<file path="src/rtl/ibex_fp_wb_arbiter_pkg.sv">
// Shared types for the FP writeback arbiter: holding-buffer states and write-port sources.
package ibex_fp_pkg;

    typedef enum logic {
        FP_BUF_EMPTY,
        FP_BUF_FULL
    } fp_buf_state_e;

    typedef enum logic [1:0] {
        FP_WB_NONE,
        FP_WB_LSU,
        FP_WB_BUF,
        FP_WB_FPU
    } fp_wb_src_e;

    localparam int unsigned FP_NUM_REGS = 32;

endpackage

</file>
<file path="src/rtl/ibex_fp_wb_arbiter_if.sv">
// Bundles the issue, LSU, FPU and regfile-write signals of the FP writeback arbiter.
interface ibex_fp_wb_arbiter_if #(
    parameter int unsigned DataWidth = 32
) ();

    logic                 issue_valid_i;
    logic [4:0]           issue_rd_i;
    logic                 issue_ren_a_i;
    logic                 issue_ren_b_i;
    logic [4:0]           fp_raddr_a_i;
    logic [4:0]           fp_raddr_b_i;
    logic                 issue_ready_o;
    logic                 lsu_valid_i;
    logic [4:0]           lsu_rd_i;
    logic [DataWidth-1:0] lsu_wdata_i;
    logic                 fpu_valid_i;
    logic                 fpu_ready_o;
    logic [4:0]           fpu_rd_i;
    logic [DataWidth-1:0] fpu_wdata_i;
    logic [4:0]           fp_waddr_a_o;
    logic [DataWidth-1:0] fp_wdata_a_o;
    logic                 fp_we_a_o;
    logic                 fwd_a_o;
    logic                 fwd_b_o;
    logic [DataWidth-1:0] fwd_data_o;
    logic                 err_o;

    modport master (
        output issue_valid_i, issue_rd_i, issue_ren_a_i, issue_ren_b_i,
        output fp_raddr_a_i, fp_raddr_b_i, lsu_valid_i, lsu_rd_i, lsu_wdata_i,
        output fpu_valid_i, fpu_rd_i, fpu_wdata_i,
        input  issue_ready_o, fpu_ready_o, fp_waddr_a_o, fp_wdata_a_o, fp_we_a_o,
        input  fwd_a_o, fwd_b_o, fwd_data_o, err_o
    );

    modport slave (
        input  issue_valid_i, issue_rd_i, issue_ren_a_i, issue_ren_b_i,
        input  fp_raddr_a_i, fp_raddr_b_i, lsu_valid_i, lsu_rd_i, lsu_wdata_i,
        input  fpu_valid_i, fpu_rd_i, fpu_wdata_i,
        output issue_ready_o, fpu_ready_o, fp_waddr_a_o, fp_wdata_a_o, fp_we_a_o,
        output fwd_a_o, fwd_b_o, fwd_data_o, err_o
    );

endinterface

</file>
<file path="src/rtl/ibex_fp_wb_arbiter_scoreboard.sv">
// Pending-write scoreboard for the FP register file; stalls issue on RAW/WAW hazards.
module ibex_fp_scoreboard
    import ibex_fp_pkg::*;
(
    input  logic       clk_i,
    input  logic       rst_ni,
    input  logic       issue_valid_i,
    input  logic [4:0] issue_rd_i,
    input  logic       ren_a_i,
    input  logic       ren_b_i,
    input  logic [4:0] raddr_a_i,
    input  logic [4:0] raddr_b_i,
    input  logic       fwd_a_i,
    input  logic       fwd_b_i,
    input  logic       clr_en_i,
    input  logic [4:0] clr_rd_i,
    output logic       issue_ready_o,
    output logic       clr_pending_o
);

    logic [FP_NUM_REGS-1:0] pending_q, pending_d;
    logic raw_a, raw_b, waw, set_en;

    // A bypassed operand is satisfied by this cycle's write data.
    assign raw_a         = ren_a_i && pending_q[raddr_a_i] && !fwd_a_i;
    assign raw_b         = ren_b_i && pending_q[raddr_b_i] && !fwd_b_i;
    assign waw           = pending_q[issue_rd_i];
    assign issue_ready_o = !(raw_a || raw_b || waw);
    assign set_en        = issue_valid_i && issue_ready_o && (issue_rd_i != 5'd0);
    assign clr_pending_o = pending_q[clr_rd_i];

    always_comb begin
        pending_d = pending_q;
        if (clr_en_i) begin
            pending_d[clr_rd_i] = 1'b0;
        end
        if (set_en) begin
            pending_d[issue_rd_i] = 1'b1;
        end
        pending_d[0] = 1'b0;
    end

    always_ff @(posedge clk_i) begin
        if (!rst_ni) begin
            pending_q <= '0;
        end else begin
            pending_q <= pending_d;
        end
    end

endmodule

</file>
<file path="src/rtl/ibex_fp_wb_arbiter.sv">
// FP writeback arbiter: LSU > buffered FPU > direct FPU onto the single regfile write port.
// Define IBEX_FP_WB_BYPASS_EN to forward this cycle's write data to same-register reads.
module ibex_fp_wb_arbiter
    import ibex_fp_pkg::*;
#(
    parameter int unsigned DataWidth = 32,
    parameter bit          WrenCheck = 1'b0
) (
    input  logic                  clk_i,
    input  logic                  rst_ni,
    ibex_fp_wb_arbiter_if.slave   bus
);

    fp_buf_state_e        state_q, state_d;
    fp_wb_src_e           src;
    logic                 buf_load;
    logic [4:0]           buf_rd_q;
    logic [DataWidth-1:0] buf_data_q;
    logic [4:0]           wr_rd;
    logic [DataWidth-1:0] wr_data;
    logic                 we;
    logic                 fwd_a, fwd_b;
    logic                 clr_pending;
    logic                 err_q, err_d;

    always_comb begin
        state_d          = state_q;
        src              = FP_WB_NONE;
        buf_load         = 1'b0;
        bus.fpu_ready_o  = 1'b0;
        unique case (state_q)
            FP_BUF_EMPTY: begin
                bus.fpu_ready_o = 1'b1;
                if (bus.lsu_valid_i) begin
                    src = FP_WB_LSU;
                    if (bus.fpu_valid_i) begin
                        buf_load = 1'b1;
                        state_d  = FP_BUF_FULL;
                    end
                end else if (bus.fpu_valid_i) begin
                    src = FP_WB_FPU;
                end
            end
            FP_BUF_FULL: begin
                if (bus.lsu_valid_i) begin
                    src = FP_WB_LSU;
                end else begin
                    src     = FP_WB_BUF;
                    state_d = FP_BUF_EMPTY;
                end
            end
            default: state_d = FP_BUF_EMPTY;
        endcase
    end

    always_comb begin
        wr_rd   = 5'd0;
        wr_data = '0;
        unique case (src)
            FP_WB_LSU: begin
                wr_rd   = bus.lsu_rd_i;
                wr_data = bus.lsu_wdata_i;
            end
            FP_WB_BUF: begin
                wr_rd   = buf_rd_q;
                wr_data = buf_data_q;
            end
            FP_WB_FPU: begin
                wr_rd   = bus.fpu_rd_i;
                wr_data = bus.fpu_wdata_i;
            end
            default: ;
        endcase
    end

    // rd==0 writes still consume their source but never reach the regfile.
    assign we               = (src != FP_WB_NONE) && (wr_rd != 5'd0);
    assign bus.fp_we_a_o    = we;
    assign bus.fp_waddr_a_o = wr_rd;
    assign bus.fp_wdata_a_o = wr_data;
    assign bus.fwd_data_o   = wr_data;

`ifdef IBEX_FP_WB_BYPASS_EN
    assign fwd_a = we && (wr_rd == bus.fp_raddr_a_i) && (bus.fp_raddr_a_i != 5'd0);
    assign fwd_b = we && (wr_rd == bus.fp_raddr_b_i) && (bus.fp_raddr_b_i != 5'd0);
`else
    assign fwd_a = 1'b0;
    assign fwd_b = 1'b0;
`endif
    assign bus.fwd_a_o = fwd_a;
    assign bus.fwd_b_o = fwd_b;

    ibex_fp_scoreboard u_scoreboard (
        .clk_i         (clk_i),
        .rst_ni        (rst_ni),
        .issue_valid_i (bus.issue_valid_i),
        .issue_rd_i    (bus.issue_rd_i),
        .ren_a_i       (bus.issue_ren_a_i),
        .ren_b_i       (bus.issue_ren_b_i),
        .raddr_a_i     (bus.fp_raddr_a_i),
        .raddr_b_i     (bus.fp_raddr_b_i),
        .fwd_a_i       (fwd_a),
        .fwd_b_i       (fwd_b),
        .clr_en_i      (we),
        .clr_rd_i      (wr_rd),
        .issue_ready_o (bus.issue_ready_o),
        .clr_pending_o (clr_pending)
    );

    assign err_d     = WrenCheck && we && !clr_pending;
    assign bus.err_o = err_q;

    always_ff @(posedge clk_i) begin
        if (!rst_ni) begin
            state_q    <= FP_BUF_EMPTY;
            buf_rd_q   <= 5'd0;
            buf_data_q <= '0;
            err_q      <= 1'b0;
        end else begin
            state_q <= state_d;
            if (buf_load) begin
                buf_rd_q   <= bus.fpu_rd_i;
                buf_data_q <= bus.fpu_wdata_i;
            end
            err_q <= err_d;
        end
    end

endmodule

</file>
<file path="src/flat_wrapper.sv">
// flat-port wrapper written by rule: the top's interface ports become plain ports
module ibex_fp_wb_arbiter_flat import ibex_fp_pkg::*;
#(
    parameter int unsigned DataWidth = 32,
    parameter bit          WrenCheck = 1'b0
)
  (clk_i, rst_ni, bus_issue_valid_i, bus_issue_rd_i, bus_issue_ren_a_i, bus_issue_ren_b_i, bus_fp_raddr_a_i, bus_fp_raddr_b_i, bus_lsu_valid_i, bus_lsu_rd_i, bus_lsu_wdata_i, bus_fpu_valid_i, bus_fpu_rd_i, bus_fpu_wdata_i, bus_issue_ready_o, bus_fpu_ready_o, bus_fp_waddr_a_o, bus_fp_wdata_a_o, bus_fp_we_a_o, bus_fwd_a_o, bus_fwd_b_o, bus_fwd_data_o, bus_err_o);
  ibex_fp_wb_arbiter_if #(.DataWidth(DataWidth)) bus_i ();
  input  logic clk_i;
  input  logic rst_ni;
  input wire logic [$bits(bus_i.issue_valid_i)-1:0] bus_issue_valid_i;
  input wire logic [$bits(bus_i.issue_rd_i)-1:0] bus_issue_rd_i;
  input wire logic [$bits(bus_i.issue_ren_a_i)-1:0] bus_issue_ren_a_i;
  input wire logic [$bits(bus_i.issue_ren_b_i)-1:0] bus_issue_ren_b_i;
  input wire logic [$bits(bus_i.fp_raddr_a_i)-1:0] bus_fp_raddr_a_i;
  input wire logic [$bits(bus_i.fp_raddr_b_i)-1:0] bus_fp_raddr_b_i;
  input wire logic [$bits(bus_i.lsu_valid_i)-1:0] bus_lsu_valid_i;
  input wire logic [$bits(bus_i.lsu_rd_i)-1:0] bus_lsu_rd_i;
  input wire logic [$bits(bus_i.lsu_wdata_i)-1:0] bus_lsu_wdata_i;
  input wire logic [$bits(bus_i.fpu_valid_i)-1:0] bus_fpu_valid_i;
  input wire logic [$bits(bus_i.fpu_rd_i)-1:0] bus_fpu_rd_i;
  input wire logic [$bits(bus_i.fpu_wdata_i)-1:0] bus_fpu_wdata_i;
  output wire logic [$bits(bus_i.issue_ready_o)-1:0] bus_issue_ready_o;
  output wire logic [$bits(bus_i.fpu_ready_o)-1:0] bus_fpu_ready_o;
  output wire logic [$bits(bus_i.fp_waddr_a_o)-1:0] bus_fp_waddr_a_o;
  output wire logic [$bits(bus_i.fp_wdata_a_o)-1:0] bus_fp_wdata_a_o;
  output wire logic [$bits(bus_i.fp_we_a_o)-1:0] bus_fp_we_a_o;
  output wire logic [$bits(bus_i.fwd_a_o)-1:0] bus_fwd_a_o;
  output wire logic [$bits(bus_i.fwd_b_o)-1:0] bus_fwd_b_o;
  output wire logic [$bits(bus_i.fwd_data_o)-1:0] bus_fwd_data_o;
  output wire logic [$bits(bus_i.err_o)-1:0] bus_err_o;
  assign bus_i.issue_valid_i = bus_issue_valid_i;
  assign bus_i.issue_rd_i = bus_issue_rd_i;
  assign bus_i.issue_ren_a_i = bus_issue_ren_a_i;
  assign bus_i.issue_ren_b_i = bus_issue_ren_b_i;
  assign bus_i.fp_raddr_a_i = bus_fp_raddr_a_i;
  assign bus_i.fp_raddr_b_i = bus_fp_raddr_b_i;
  assign bus_i.lsu_valid_i = bus_lsu_valid_i;
  assign bus_i.lsu_rd_i = bus_lsu_rd_i;
  assign bus_i.lsu_wdata_i = bus_lsu_wdata_i;
  assign bus_i.fpu_valid_i = bus_fpu_valid_i;
  assign bus_i.fpu_rd_i = bus_fpu_rd_i;
  assign bus_i.fpu_wdata_i = bus_fpu_wdata_i;
  assign bus_issue_ready_o = bus_i.issue_ready_o;
  assign bus_fpu_ready_o = bus_i.fpu_ready_o;
  assign bus_fp_waddr_a_o = bus_i.fp_waddr_a_o;
  assign bus_fp_wdata_a_o = bus_i.fp_wdata_a_o;
  assign bus_fp_we_a_o = bus_i.fp_we_a_o;
  assign bus_fwd_a_o = bus_i.fwd_a_o;
  assign bus_fwd_b_o = bus_i.fwd_b_o;
  assign bus_fwd_data_o = bus_i.fwd_data_o;
  assign bus_err_o = bus_i.err_o;
  ibex_fp_wb_arbiter #(.DataWidth(DataWidth), .WrenCheck(WrenCheck)) u_core (.clk_i(clk_i), .rst_ni(rst_ni), .bus(bus_i));
endmodule
</file>
<file path="config.mk">
export PLATFORM = sky130hd
export DESIGN_NAME = ibex_fp_wb_arbiter_flat
export DESIGN_NICKNAME = d
export VERILOG_FILES = /design/src/rtl/ibex_fp_wb_arbiter_pkg.sv /design/src/rtl/ibex_fp_wb_arbiter_if.sv /design/src/rtl/ibex_fp_wb_arbiter_scoreboard.sv /design/src/rtl/ibex_fp_wb_arbiter.sv /design/src/flat_wrapper.sv
export SDC_FILE = /design/constraint.sdc
export NUM_CORES = 1
export LEC_CHECK = 0
export BUFFER_PORTS_ARGS = -buffer_cell sky130_fd_sc_hd__buf_2
export CAP_MARGIN = 25
export CORE_MARGIN = 2
export CORE_UTILIZATION = 52
export CTS_CLUSTER_SIZE = 8
export DETAILED_ROUTE_END_ITERATION = 8
export PLACE_DENSITY = 0.82
export SYNTH_ARGS = -nofsm -noshare
export SYNTH_HDL_FRONTEND = slang
export SYNTH_HIERARCHICAL = 1
export SYNTH_SLANG_ARGS = --single-unit
</file>
<file path="constraint.sdc">
create_clock -name clk_i -period 2.4 [get_ports clk_i]
set_input_delay 0.24 -clock clk_i [delete_from_list [all_inputs] [get_ports clk_i]]
set_output_delay 0.24 -clock clk_i [all_outputs]
set_load 0.05 [all_outputs]
</file>
; Word-level counts from Yosys, hierarchy flattened
; Cells that the tools add are included.
[word_totals]
ff_bits = 70
inputBits = 96
[op_classes]
n_mux = 24
eq_ne = 3
n_reduce_logical = 13
magnitude_cmp = 6
bitwise_logic = 4
[ops]
columns = cell, count
row1 = $pmux 32 s3, 1
row2 = $mux 32, 2
row3 = $and 32x32->32, 1
row4 = $not 32->32, 1
row5 = $or 32x32->32, 1
row6 = $lt 5x6->1 const B, 4
row7 = $bmux 1 s5, 3
row8 = $pmux 5 s3, 1
row9 = $demux 1 s5, 2
row10 = $ge 5x1->1 const B, 2
row11 = $mux 1, 10
row12 = $reduce_bool 5->1, 2
row13 = $logic_and 1x1->1, 7
row14 = $mux 2, 3
row15 = $eq 2x2->1 const B, 2
row16 = $pmux 2 s2, 1
row17 = $eq 2x1->1 const B, 1
row18 = $logic_or 1x1->1, 2
row19 = $pmux 1 s2, 1
row20 = $reduce_bool 2->1, 1
row21 = $logic_not 1->1, 1
row22 = $not 1->1, 1

; Logic depth before layout (Yosys ltp)
; Gate-level depths: netlist (run 1).
[depth]
word_depth = 14
depth_mapped = 9
depth_no_buf = 8

; By module
; The synthesis (run 1) kept the hierarchy.
[by_module_without_submodules]
columns = mod, cells_each, seq_area_each_um2, n_inst, area_per_inst_um2
row1 = ibex_fp_scoreboard, 235, 620.6, 1, 2560.0
row2 = ibex_fp_wb_arbiter, 369, 760.7, 1, 2551.2

; Worst setup path before layout (run 1)
; OpenSTA, ideal clock, no wires.
[synth_path]
path_kind = register -> register
startpoint = register u_core.state_q
endpoint = register u_core.u_scoreboard.pending_q[17]
path_slack_ns = -0.933
n_path_buf = 1
required_ns = 2.271
setup_ns = 0.129
arrival_time_ns = 3.204
path_stages_with_launch = 9
path_cell_list = dfxtp_1 > buf_4 > nand3b_1 > a21oi_1 > nor4_1 > o211ai_1 > nand3_1 > o211ai_1 > o41ai_2
[synth_via]
word_cells_on_any_way = 19
cone_classes = order compare (2) / eq/ne (3) / mux (6) / bitwise (4) / reduce/logical (4)
[synth_lines]
columns = element, line_no
row1 = from (decl), ibex_fp_wb_arbiter.sv:14  ; fp_buf_state_e state_q, state_d;
row2 = from (signal assigned), ibex_fp_wb_arbiter.sv:120  ; state_q <= state_d;
row3 = $not 1->1, ibex_fp_wb_arbiter.sv:31  ; unique case (state_q)
row4 = $pmux 2 s2 (*), ibex_fp_wb_arbiter.sv:31
row5 = $eq 2x2->1 / $eq 2x1->1 (equally long branches), ibex_fp_wb_arbiter.sv:59  ; unique case (src)
row6 = $pmux 5 s3 (*), ibex_fp_wb_arbiter.sv:59
row7 = net bus_fp_waddr_a_o[0], flat_wrapper.sv:25  ; output wire logic [$bits(bus_i.fp_waddr_a_o)-1:0] bus_fp_waddr_a_o;
row8 = $reduce_bool 5->1 (*), ibex_fp_wb_arbiter.sv:77  ; assign we = (src != FP_WB_NONE) && (wr_rd != 5'd0);
row9 = $logic_and 1x1->1 (*), ibex_fp_wb_arbiter.sv:77
row10 = net bus_fp_we_a_o, flat_wrapper.sv:27  ; output wire logic [$bits(bus_i.fp_we_a_o)-1:0] bus_fp_we_a_o;
row11 = $mux 32 (*), ibex_fp_wb_arbiter_scoreboard.sv:34  ; if (clr_en_i) begin
row12 = $or 32x32->32 (no line), n/a
row13 = $mux 32 (*), ibex_fp_wb_arbiter_scoreboard.sv:37  ; if (set_en) begin
row14 = to (signal assigned), ibex_fp_wb_arbiter_scoreboard.sv:47  ; pending_q <= pending_d;
row15 = to (decl), ibex_fp_wb_arbiter_scoreboard.sv:21  ; logic [FP_NUM_REGS-1:0] pending_q, pending_d;
; The timed path passes the listed nets; every way through them passes the cells marked *.
; A chain may end at the register's enable or synchronous reset.

; Final worst setup path (run 1)
[layout_path]
startpoint = register u_core.u_scoreboard.pending_q[1]
endpoint = output bus_issue_ready_o
[layout_via]
elab_chain_len = 6
word_cells_on_any_way = 11
cone_classes = mux (6) / reduce/logical (5)
[layout_rtl]
columns = element, line_no
row1 = $bmux 1 s5 (on tied branches), "ibex_fp_wb_arbiter_scoreboard.sv:25, ibex_fp_wb_arbiter_scoreboard.sv:26"
row2 = $mux 1 (on tied branches), "ibex_fp_wb_arbiter_scoreboard.sv:25, ibex_fp_wb_arbiter_scoreboard.sv:26"
row3 = $logic_and 1x1->1 (on tied branches), "ibex_fp_wb_arbiter_scoreboard.sv:25, ibex_fp_wb_arbiter_scoreboard.sv:26"
row4 = $logic_or 1x1->1, ibex_fp_wb_arbiter_scoreboard.sv:28  ; assign issue_ready_o = !(raw_a || raw_b || waw);
row5 = $logic_or 1x1->1 (*), ibex_fp_wb_arbiter_scoreboard.sv:28
row6 = $logic_not 1->1 (*), ibex_fp_wb_arbiter_scoreboard.sv:28
row7 = to (decl), flat_wrapper.sv:23  ; output wire logic [$bits(bus_i.issue_ready_o)-1:0] bus_issue_ready_o;
; Mark *: on every way between the ends. The rest lies on a longest branch, timed or not. The select of a mux whose other input is x is not followed.

==> impl_metrics.env, run 1 <==
export IMPL_outcome="complete, but fails checks"
export IMPL_failed_checks="setup timing"
export IMPL_relSlewSlack_pct=58.71
export IMPL_dp_final_hpwl_um=10750
export IMPL_grt_max_degree=46
export IMPL_grt_usage_pct=29.23
export IMPL_die_w_um=100.8
export IMPL_globalRouteOverflowTotal=0
export IMPL_maxCapViolCount=0
export IMPL_p_int_mw=2.166
export IMPL_cp_slowest_cell="a221o_2"
export IMPL_grt_pass1_wl_um=23520
export IMPL_worst_setup_path_type="flip-flop to output pin"
export IMPL_hold_end="u_core/buf_data_q[15]"
export IMPL_crit_arrival_ns=2.17
export IMPL_cpLargestDelayFamily="compound AO/OA/AOI/OAI gates"
export IMPL_core_area_mm2=0.009153
export IMPL_syn2layout_area_growth_pct=22.72
export IMPL_finalCritPeriodShare_pct=100.4
export IMPL_fmax_mhz=415.2
export IMPL_cts_tree="built"
export IMPL_first_pass_iters=5
export IMPL_min_from="bus_fpu_wdata_i[15]"
export IMPL_setup_viol=1
export IMPL_p_clk_share_pct=33.8
export IMPL_fin_cells=818
export IMPL_path_max_fanout=4
export IMPL_ir_drop_mv=0.3558
export IMPL_gp_congestion=0.9582
export IMPL_finalHoldViolCount=0
export IMPL_fin_nets=798
export IMPL_grt_pass1_vias=4897
export IMPL_die_height_um=100.8
export IMPL_cts_root_buf="clkbuf_8"
export IMPL_drv_slew=0
export IMPL_worstPathRequired_ns=2.16
export IMPL_rows=35
export IMPL_design_die_area_mm2=0.01015
export IMPL_syn_area_mm2=0.004868
export IMPL_clock_path_buffers=2
export IMPL_fin_ws_ns=-0.008463
export IMPL_powerDensity_mw_per_mm2=564.3
export IMPL_whs_path_depth=3
export IMPL_cp_start_kind="flip-flop"
export IMPL_syn_area_per_cell_um2=8.365
export IMPL_viasPerCell=6.258
export IMPL_rsz0062_at_grt="true"
export IMPL_reg2regPathDepth=7
export IMPL_cts_buffers=9
export IMPL_cts_max_level=3
export IMPL_crit_buf_inv=1
export IMPL_antenna_cells=0
export IMPL_p_leak_nw=2.632
export IMPL_vias=5119
export IMPL_hold_class="primary input to flip-flop"
export IMPL_p_total_mw=3.372
export IMPL_worstReg2RegEnd="u_core/u_scoreboard/pending_q[24]"
export IMPL_fillers=745
export IMPL_layout_min_cycle_time_ns=2.408
export IMPL_reg2reg_from="u_core/u_scoreboard/pending_q[13]"
export IMPL_pin_count=171
export IMPL_combinationalPowerShare_pct=30.5
export IMPL_ant_nets=0
export IMPL_routedWlPerCell_um=18.71
export IMPL_routed_wl_um=15300
export IMPL_power_frac_seq_pct=35.7
export IMPL_skew_ns=0.008492
export IMPL_clock_sinks=69
export IMPL_crit_chain="mux2_1, a221oi_2, o221ai_1, a221o_2, nor2_2, buf_6"
export IMPL_power_switching_mw=1.206
export IMPL_drive_gt1_share_pct=40.88
export IMPL_portBuffers=167
export IMPL_clock_latency_ns=0.35
export IMPL_initial_core_util_pct=53.19
export IMPL_dp_cells=799
export IMPL_max_stage_delay_ns=0.44
export IMPL_fin_util_pct=65.28
export IMPL_end_kind="output pin"
export IMPL_drc=0
export IMPL_yosys_warnings=6
export IMPL_drtIter0Drc=389
export IMPL_rrSetupSlack_ns=0.01
export IMPL_antenna_found_initial=0
export IMPL_clk_pin_slew_ns=0.08
export IMPL_worst_pin_slew_ns=0.6175
export IMPL_switching_share_pct=35.76
export IMPL_netlist_instances=582
## layer usage
layer,global-route usage [%],routed length (um)
met5,0,0
met4,13.59,530
met3,5.756,1670
met2,49.74,7423
met1,35.49,5679
## power groups by stage
| stage | logic, mW | clock network [mW] | registers [mW] |
|---|---|---|---|
| final | 1.03 | 1.14 | 1.20 |
| after global routing | 1.08 | 1.21 | 1.21 |
| after CTS | 1.00 | 1.15 | 1.20 |
| after detailed placement | 0.993 | 0 | 1.23 |
| after global placement | 0.981 | 0 | 1.23 |
| after floorplan | 0.794 | 0 | 1.22 |
## cell usage in the layout (no fill, tap or decap), types with 6 or more instances in the layout
master,n
nand3_1,6
a21boi_1,30
o41ai_2,19
clkbuf_8,9
nand2_1,112
dfxtp_1,48
inv_1,7
mux4_2,18
buf_2,166
and3_1,34
a21boi_0,7
buf_4,21
nand3b_1,12
o211ai_1,33
a21oi_1,37
mux2i_1,13
o21ai_1,30
nor2b_1,8
dfxtp_2,20
o41ai_1,12
## state kept, by name, indices dropped and copies added (netlist names)
name                           count
u_core/state_q                     1
u_core/buf_rd_q                    5
u_core/u_scoreboard/pending_q     31
u_core/buf_data_q                 32
## timing repair
action	in CTS	in global routing
pin swaps	3	7
setup endpoints to repair	1	31
gates resized for setup	13	29
hold buffers	0	0
buffers inserted	2	1
## tightest hold or removal path: stages
cell and delay (ns):
buf_2 0.10, nand2_1 0.05, a21boi_1 0.05
## through the flow
step	hold slack [ns]	area [um^2]	worst slack (ns)	TNS (ns)
after global placement	0.4419	5570	0.08315	0
after CTS	0.1255	5848	0.001311	0
after detailed placement	0.4487	5570	-0.05711	-0.1618
after global routing	0.1271	5974	-0.1093	-0.2402
after floorplan	0.3748	4946	-0.1574	-2.012
final	0.1304	5974	-0.008463	-0.008463
## worst max-delay path by stage
stage                                            startpoint                                end  slack, ns  cells past startpoint
after floorplan                              u_core/state_q  u_core/u_scoreboard/pending_q[18]      -0.16                      8
after CTS                 u_core/u_scoreboard/pending_q[15]                  bus_issue_ready_o      0.001                      6
after global placement                    bus_issue_rd_i[0]  u_core/u_scoreboard/pending_q[25]       0.08                      7
after global routing      u_core/u_scoreboard/pending_q[11]                  bus_issue_ready_o      -0.11                      6
final                      u_core/u_scoreboard/pending_q[1]                  bus_issue_ready_o     -0.008                      6
after detailed placement                  bus_issue_rd_i[0]  u_core/u_scoreboard/pending_q[19]      -0.06                      7
## cell type report
| type | count | area [um^2] | area share (%) |
|---|---|---|---|
| timing repair buffer | 192 | 1071 | 17.93 |
| inverter | 9 | 33.78 | 0.5654 |
| multi-input combinational | 421 | 3082 | 51.58 |
| tap | 111 | 138.9 | 2.325 |
| clock inverter | 6 | 111.4 | 1.864 |
| sequential | 69 | 1410 | 23.60 |
| clock buffer | 10 | 127.6 | 2.136 |
No activity file was read; power rests on OpenSTA's default activity.
==> run 2, diff against run 1 <==
- ABC_AREA: not set -> 1
- CORE_MARGIN: 2 -> 4
==> run 2 against run 1 <==
Net effect: the run now ends clean; sequential share of layout area increased by 0.53 points; final cell count rose by 27%; setup slack better by 0.20 ns; routed wire length is 3.0% higher; via count up 9.6%; power decreased by 0.53%; core utilization shrank 3.0 points; largest power group unchanged; highest routed layer unchanged.
==> impl_metrics.env, run 2 <==
export IMPL_layout_min_cycle_time_ns=2.205
export IMPL_max_stage_delay_ns=0.39
export IMPL_fin_nets=1017
export IMPL_netlist_instances=801
export IMPL_ir_drop_mv=0.4950
export IMPL_core_area_mm2=0.009196
export IMPL_cts_max_level=3
export IMPL_final_common_cell="nand2_1"
export IMPL_rows=35
export IMPL_clock_sinks=69
export IMPL_clock_latency_ns=0.35
export IMPL_die_height_um=105.0
export IMPL_globalRouteOverflowTotal=0
export IMPL_postCtsSetupRepairBufs=0
export IMPL_grt_pass1_wl_um=25410
export IMPL_rsz0062_at_grt="false"
export IMPL_clock_path_buffers=2
export IMPL_crit_buf_inv=3
export IMPL_vias=5609
export IMPL_drtIter0Drc=508
export IMPL_grt_max_degree=38
export IMPL_hold_end="u_core/buf_data_q[24]"
export IMPL_finalCritPeriodShare_pct=91.86
export IMPL_worstReg2RegEnd="u_core/u_scoreboard/pending_q[9]"
export IMPL_dr_wl_met3_um=1445
export IMPL_powerDensity_mw_per_mm2=586.0
export IMPL_rrSetupSlack_ns=0.42
export IMPL_power_switching_mw=1.223
export IMPL_combinationalPowerShare_pct=29.5
export IMPL_largest_register_ffs=32
export IMPL_pre_cts_ws_ns=0.4037
export IMPL_mostFrequentLayoutCells="185 x nand2_1, 167 x buf_2, 124 x nor2_1"
export IMPL_routedWlPerCell_um=15.19
export IMPL_antenna_cells=0
export IMPL_crit_chain="inv_2, nand2_4, nor2_2, buf_4, a22oi_1, nand2_1, buf_2"
export IMPL_reg2regPathDepth=10
export IMPL_outcome="finished, final reports clean"
export IMPL_finalHoldViolCount=0
export IMPL_viasPerCell=5.409
export IMPL_routed_top_layer="met4"
export IMPL_drt_met1_wl_um=6218
export IMPL_switching_share_pct=36.48
export IMPL_pin_count=171
export IMPL_clk_pin_slew_ns=0.08
export IMPL_syn2layout_area_growth_pct=16.95
export IMPL_dp_final_hpwl_um=12180
export IMPL_end_kind="output pin"
export IMPL_fmax_mhz=453.6
export IMPL_gp_congestion=0.9405
export IMPL_ant_nets=0
export IMPL_syn_area_mm2=0.004893
export IMPL_relSlewSlack_pct=65.96
export IMPL_worstPathRequired_ns=2.16
export IMPL_cp_slowest_cell="dfxtp_1"
export IMPL_power_frac_seq_pct=36.6
export IMPL_antenna_found_initial=0
export IMPL_crit_arrival_ns=1.96
export IMPL_skew_ns=0.008388
export IMPL_die_w_um=105.0
export IMPL_p_leak_nw=2.818
export IMPL_cp_start_kind="flip-flop"
export IMPL_top_register="u_core/buf_data_q"
export IMPL_setup_viol=0
export IMPL_yosys_warnings=6
export IMPL_routed_wl_um=15760
export IMPL_initial_core_util_pct=53.21
export IMPL_worst_pin_slew_ns=0.5099
export IMPL_first_pass_iters=5
export IMPL_ctsResizeCount=0
export IMPL_fin_ws_ns=0.1955
export IMPL_grt_pass1_vias=5193
export IMPL_cts_tree="built"
export IMPL_whs_path_depth=3
export IMPL_reg2reg_from="u_core/state_q"
export IMPL_path_max_fanout=23
export IMPL_cts_buffers=9
export IMPL_hold_class="primary input to flip-flop"
export IMPL_fillers=941
export IMPL_worst_setup_path_type="flip-flop to output pin"
export IMPL_p_clk_share_pct=34.0
export IMPL_reg_top3="u_core/buf_data_q (32), u_core/u_scoreboard/pending_q (31), u_core/buf_rd_q (5)"
export IMPL_min_from="bus_fpu_wdata_i[24]"
export IMPL_drc=0
export IMPL_syn_area_per_cell_um2=6.109
export IMPL_p_int_mw=2.130
export IMPL_portBuffers=167
export IMPL_hold_buffers=0
export IMPL_design_die_area_mm2=0.01103
export IMPL_grt_usage_pct=28.14
export IMPL_maxCapViolCount=0
export IMPL_drv_slew=0
export IMPL_cts_root_buf="clkbuf_8"
export IMPL_wl_met2_um=7289
export IMPL_drive_gt1_share_pct=23.76
export IMPL_cpLargestDelayFamily="buffers and inverters"
export IMPL_setup_tns_ns=0
## run 2: metrics by stage
stage	area [um^2]	cells	hold WS (ns)	utilization (%)	total power, mW
2_1_floorplan	4913	805	0.3749	-	2.030
3_3_place_gp	5484	1021	0.4480	59.63	2.229
3_5_place_dp	5484	1021	0.4757	59.63	2.235
4_1_cts	5723	1037	0.1168	62.23	3.353
5_1_grt	5723	1037	0.1274	62.23	3.490
6_report	5723	1037	0.1237	62.23	3.354
## run 2: layout make-up
type	instances	area [um^2]	share of cell area, %
clock buffer	10	127.6	2.230
clock inverter	6	111.4	1.946
inverter	79	296.5	5.181
multi-input combinational	583	2716	47.46
sequential	69	1381	24.14
tap	111	138.9	2.427
timing repair buffer	179	950.9	16.62
## run 2: worst max-delay path by stage
stage | cells past startpoint | slack, ns | to | startpoint
3_3_place_gp | 12 | 0.39 | bus_issue_ready_o | bus_issue_rd_i[0]
2_1_floorplan | 10 | 0.01 | u_core/u_scoreboard/pending_q[10] | u_core/state_q
4_1_cts | 7 | 0.19 | bus_fp_wdata_a_o[16] | u_core/state_q
6_report | 7 | 0.20 | bus_fwd_data_o[18] | u_core/state_q
3_5_place_dp | 12 | 0.40 | bus_issue_ready_o | bus_issue_rd_i[0]
5_1_grt | 7 | 0.06 | bus_fwd_data_o[18] | u_core/state_q
## run 2: layer usage
layer | up-vias | GRT usage [%]
met5 | - | 0
met4 | 0 | 14.53
met3 | 54 | 5.188
met2 | 272 | 45.74
met1 | 2478 | 35.47
li1 | 2805 | -
## run 2: power by group through the flow
stage          Combinational (mW)  Clock, mW  Sequential (mW)
3_5_place_dp                0.985          0             1.25
4_1_cts                     0.988       1.14             1.22
2_1_floorplan               0.792          0             1.24
5_1_grt                      1.07       1.19             1.23
6_report                    0.988       1.14             1.23
3_3_place_gp                0.980          0             1.25
## run 2: worst register-to-register path, cell delays in order, from the launching register on
cell,delay (ns)
dfxtp_1,0.39
inv_2,0.12
nand2_4,0.07
nor2_2,0.21
nand2_1,0.09
nand2_1,0.20
nor2_1,0.08
nand3_2,0.11
nand2_1,0.22
o21ai_0,0.27
a21oi_1,0.09
